--- src/rtl/operand_fetch_stage.sv ---
// Operand fetch / issue stage: reads the register file, forwards from EX, tracks
// pending long-latency destinations and holds one instruction for the execute unit.
module operand_fetch_stage #(
  parameter int DATA_WIDTH = 64,
  parameter int ADDR_WIDTH = 5,
  parameter int REG_DEPTH  = 32
) (
  input  logic                  clk_i,
  input  logic                  arst_i,
  input  logic                  valid_i,
  output logic                  ready_o,
  input  logic [ADDR_WIDTH-1:0] rs1_i,
  input  logic [ADDR_WIDTH-1:0] rs2_i,
  input  logic [ADDR_WIDTH-1:0] rd_i,
  input  logic                  rd_we_i,
  input  logic                  long_i,
  output logic [ADDR_WIDTH-1:0] rf_addr_1_o,
  output logic [ADDR_WIDTH-1:0] rf_addr_2_o,
  input  logic [DATA_WIDTH-1:0] rf_data_1_i,
  input  logic [DATA_WIDTH-1:0] rf_data_2_i,
  input  logic                  ex_fwd_we_i,
  input  logic [ADDR_WIDTH-1:0] ex_fwd_addr_i,
  input  logic [DATA_WIDTH-1:0] ex_fwd_data_i,
  input  logic                  ll_done_i,
  input  logic [ADDR_WIDTH-1:0] ll_done_addr_i,
  input  logic                  flush_i,
  output logic                  valid_o,
  input  logic                  ready_i,
  output logic [DATA_WIDTH-1:0] op1_o,
  output logic [DATA_WIDTH-1:0] op2_o,
  output logic [ADDR_WIDTH-1:0] rd_o,
  output logic                  rd_we_o,
  output logic                  long_o
);

  logic [REG_DEPTH-1:0]  sb_q;
  logic [REG_DEPTH-1:0]  sb_d;
  logic                  hazard;
  logic                  accept;
  logic                  handshake;
  logic [DATA_WIDTH-1:0] op1_sel;
  logic [DATA_WIDTH-1:0] op2_sel;

  // A completing long op is bypassed; any instruction still held here that writes r blocks.
  function automatic logic busy(input logic [ADDR_WIDTH-1:0] r);
    logic pending;
    logic held;
    pending = sb_q[r] & !(ll_done_i && (ll_done_addr_i == r));
    held    = valid_o & rd_we_o & (rd_o == r);
    return (r != '0) & (pending | held);
  endfunction

  function automatic logic [DATA_WIDTH-1:0] select_op(input logic [ADDR_WIDTH-1:0] idx,
                                                      input logic [DATA_WIDTH-1:0] rf_data);
    logic [DATA_WIDTH-1:0] result;
    if (idx == '0)
      result = '0;
    else if (ex_fwd_we_i && (ex_fwd_addr_i == idx))
      result = ex_fwd_data_i;
    else
      result = rf_data;
    return result;
  endfunction

  assign rf_addr_1_o = rs1_i;
  assign rf_addr_2_o = rs2_i;

  always_comb begin
    hazard    = busy(rs1_i) | busy(rs2_i) | (busy(rd_i) & rd_we_i);
    ready_o   = !flush_i & !hazard & (!valid_o | ready_i);
    accept    = valid_i & ready_o;
    handshake = valid_o & ready_i;
    op1_sel   = select_op(rs1_i, rf_data_1_i);
    op2_sel   = select_op(rs2_i, rf_data_2_i);
  end

  // Set is applied after clear so a same-index collision leaves the bit set.
  always_comb begin
    sb_d = sb_q;
    if (ll_done_i)
      sb_d[ll_done_addr_i] = 1'b0;
    if (handshake && !flush_i && rd_we_o && long_o && (rd_o != '0))
      sb_d[rd_o] = 1'b1;
    sb_d[0] = 1'b0;
  end

  always_ff @(posedge clk_i) begin
    if (arst_i) begin
      sb_q    <= '0;
      valid_o <= 1'b0;
      op1_o   <= '0;
      op2_o   <= '0;
      rd_o    <= '0;
      rd_we_o <= 1'b0;
      long_o  <= 1'b0;
    end else begin
      sb_q <= sb_d;
      if (flush_i) begin
        valid_o <= 1'b0;
      end else if (accept) begin
        valid_o <= 1'b1;
        op1_o   <= op1_sel;
        op2_o   <= op2_sel;
        rd_o    <= rd_i;
        rd_we_o <= rd_we_i;
        long_o  <= long_i;
      end else if (handshake) begin
        valid_o <= 1'b0;
      end
    end
  end

endmodule

--- config.mk ---
export PLATFORM = sky130hd
export DESIGN_NAME = operand_fetch_stage
export DESIGN_NICKNAME = d
export VERILOG_FILES = /design/src/rtl/operand_fetch_stage.sv
export SDC_FILE = /design/constraint.sdc
export NUM_CORES = 1
export LEC_CHECK = 0
export ABC_CLOCK_PERIOD_IN_PS = 3200
export CORE_AREA = 8 8 190 147
export DETAILED_ROUTE_END_ITERATION = 10
export DIE_AREA = 0 0 198 155
export PLACE_DENSITY = 0.84
export SYNTH_ARGS = -nofsm -noshare
export SYNTH_HDL_FRONTEND = slang
export SYNTH_SLANG_ARGS = --single-unit
--- constraint.sdc ---
create_clock -name clk_i -period 3.2 [get_ports clk_i]
set_clock_uncertainty 0.2 [all_clocks]
set_input_delay 0.8 -clock clk_i [delete_from_list [all_inputs] [get_ports clk_i]]
set_output_delay 0.8 -clock clk_i [all_outputs]
set_load 0.02 [all_outputs]
==> results by group <==
Global routing
  • Largest net degree at the start of global routing: 94
  • GRT Util Overall: between 20% and 30%
  • First-pass GRT wire length: 58300 µm
  • Initial antenna violation count: 1
  • GRT overflow: 0
  • Vias in the first global route: ~10000

Placed design
  • Port Buffers: 372
  • Post-DP Area: 0.0149 mm²
  • Detailed Place HPWL: approximately 30000 µm
  • Gp weighted congestion: 1.00
  • Placed cells: 1821

Floorplanning
  • Die width: 198 µm
  • Site Rows: just over 50
  • Num ports: around 370
  • Die area: between 0.03 and 0.04 mm²
  • Starting Density: roughly two fifths
  • Placeable Area: between 0.02 and 0.03 mm²
  • Chip height: 155 µm

STA
  • Worst Hold Slack: about 0.28 ns
  • Relative slew slack: between 60% and 70%
  • Final Slew Violations: 0
  • Finish-stage setup viols: 1
  • Fmax: around 0.27 GHz
  • Fin crit period: 3.64 ns
  • Final worst slack: -0.439 ns
  • Fin. Hold Viols: 0
  • RSZ-0062 raised after global routing: yes
  • Final period utilization: 114%
  • Slew @ Worst Pin: 0.546 ns

Clock tree
  • CTS buffer count: 17
  • CTS Sinks: between 150 and 200
  • Clk slew on worst S/H paths: ~0.07 ns
  • TritonCTS clock tree: done
  • Max clock buf depth: 2
  • Worst-Skew Late Latency: 0.42 ns
  • Clock Root Buffer: clkbuf_16
  • H-tree depth: 4

Logic synthesis
  • EDFF count, synth: 0
  • Number of distinct library cells after synthesis: 45
  • Netlist Area Pre-Place: between 0.009 and 0.01 mm²
  • Synth Instances: 1069
  • Avg Cell Area, Syn: 9.34 µm²
  • Synth Flop Type: dfxtp_1
  • Share of async-settable or async-resettable flops after synthesis: 0%
  • Synth Net Count: 1295
  • Yosys warning total: 0
  • Register area share after synthesis: 33.5%
  • #FFs+latches synth: about 170

Setup path
  • Worst EP arrival: 2.64 ns
  • Crit path from: rs2_i[1]
  • FF-to-FF Start: sb_q[7]
  • Startpoint types: input pin
  • CP Capture Type: output port
  • WS Path Type: in2out
  • Worst path required time: 2.20 ns
  • CP Max Fanout: 4

Layout
  • Design area: 0.0159 mm²
  • Fraction of layout instances using a drive strength above 1: 23.8%
  • Commonest non-fill, non-tap cell in the layout: clkdlybuf4s50_1
  • Final nets: about 1700
  • Layout Utilization: a little over three fifths
  • Layout fillers: a little over 2000
  • Highest-count cells in the layout ignoring fill and taps: 351 x clkdlybuf4s50_1, 173 x nand2_1, 167 x dfxtp_1, 149 x mux2i_1, 143 x nand2b_1
  • Reg area: between 0.003 and 0.004 mm²
  • Multi-input gate area: between 0.006 and 0.007 mm²
  • Final Non-Filler Cells: between 1500 and 2000
  • Number of diodes: 0
  • Area growth, synth to finish: 59.6%

Flow run
  • Max Cap Viol: 0

Pwr
  • IR drop worst, VDD: between 0.0003 and 0.0004 V
  • Power per cell area: about 350 mW/mm²
  • LEAKAGE: 6.84 nW
  • Tot Pwr: between 5 and 6 mW

Drt
  • Vias: between 9000 and 10000
  • DRC Markers: 0
  • Final ANT Viol Nets: 0
  • Initial DRC Count: roughly 500
  • Via/cell ratio: between 5 and 6
  • DRT Pass-1 Iters: 4
  • Wire per inst: 20.9 µm
  • Final wirelength: 39100 µm

Min path
  • Hold WC Path Type: reg2reg
  • Hold Startpoint: op2_o[22]

Status
  • Outcome: complete, but fails checks
  • Failing checks: setup timing
## final cells by class
| type | instances | share of cell area [%] |
|---|---|---|
| sequential | 167 | 21.0 |
| clock inverter | 14 | 0.981 |
| clock buffer | 18 | 2.69 |
| tap | 344 | 2.70 |
| timing repair buffer | 526 | 33.2 |
| inverter | 3 | 0.0707 |
| multi-input combinational | 799 | 39.3 |
## worst paths after layout
| path | slack [ns] | endpoint | depth (start not counted) |
|---|---|---|---|
| worst max-delay path | -0.44 | ready_o | 10 |
| worst min-delay path | 0.28 | op2_o[22] | 2 |
| worst min register to register | 0.28 | op2_o[22] | 2 |
| worst max register to register | 0.41 | op2_o[17] | 12 |
## layer usage
layer	GRT usage [%]	part of all wire [%]	wire length (µm)
met5	0	0.028	11
met4	7.77	2.5	993
met2	38.7	45	17800
met1	29.7	42	16500
met3	8.59	9.7	3800
## cells by family after synthesis
kind of cell    after synthesis  synth area share [%]
buf+inv                     103                  5.21
flops                       167                  33.5
simple gates                383                  19.7
compound gates               77                  4.32
xor+xnor                     40                  3.51
mux                         299                  33.8
## through the flow
step                      setup TNS, ns  worst slack, ns
after global placement          -101.24            -1.47
after global routing             -0.484           -0.483
after floorplan                  -0.352           -0.352
after detailed placement        -106.27            -1.52
after CTS                        -0.501           -0.501
final                            -0.439           -0.439
## report_power, final
part | switching, mW | internal (mW)
clock | 0.954 | 1.11
combinational | 0.562 | 0.744
sequential | 0.0397 | 2.14
total | 1.56 | 4.00
## critical path, cell delays in order
cell	delay, ns
clkdlybuf4s15_1	0.21
buf_6	0.15
buf_4	0.15
mux4_2	0.24
nand2_1	0.05
and4_1	0.19
or4_4	0.54
nand2_4	0.09
nor4bb_4	0.04
buf_4	0.18
## flip-flops by register name, summed over array words and instances, names as in the netlist
signal,flops
op2_o,64
op1_o,64
valid_o,1
rd_we_o,1
sb_q,31
long_o,1
rd_o,5
## repair_timing
item | CTS | global route
setup endpoints to repair | 141 | 123
hold buffers | 0 | 0
pin swaps | 7 | 8
gates resized for setup | 53 | 26
setup buffers | 6 | 5
gates cloned | 1 | 7
## synth_stat cells, types with 11 or more instances
library cell,count,area [µm²]
nand2_1,174,653
dfxtp_1,167,3340
mux2i_1,149,1490
nand2b_1,143,895
mux2_2,132,1490
clkbuf_1,50,188
o21ai_0,32,160
a21oi_1,31,155
xor2_1,23,201
buf_4,21,158
mux4_2,17,383
xnor2_1,17,149
buf_2,14,70.1
nor2_1,11,41.3
Power figures use the tool's default switching activity.
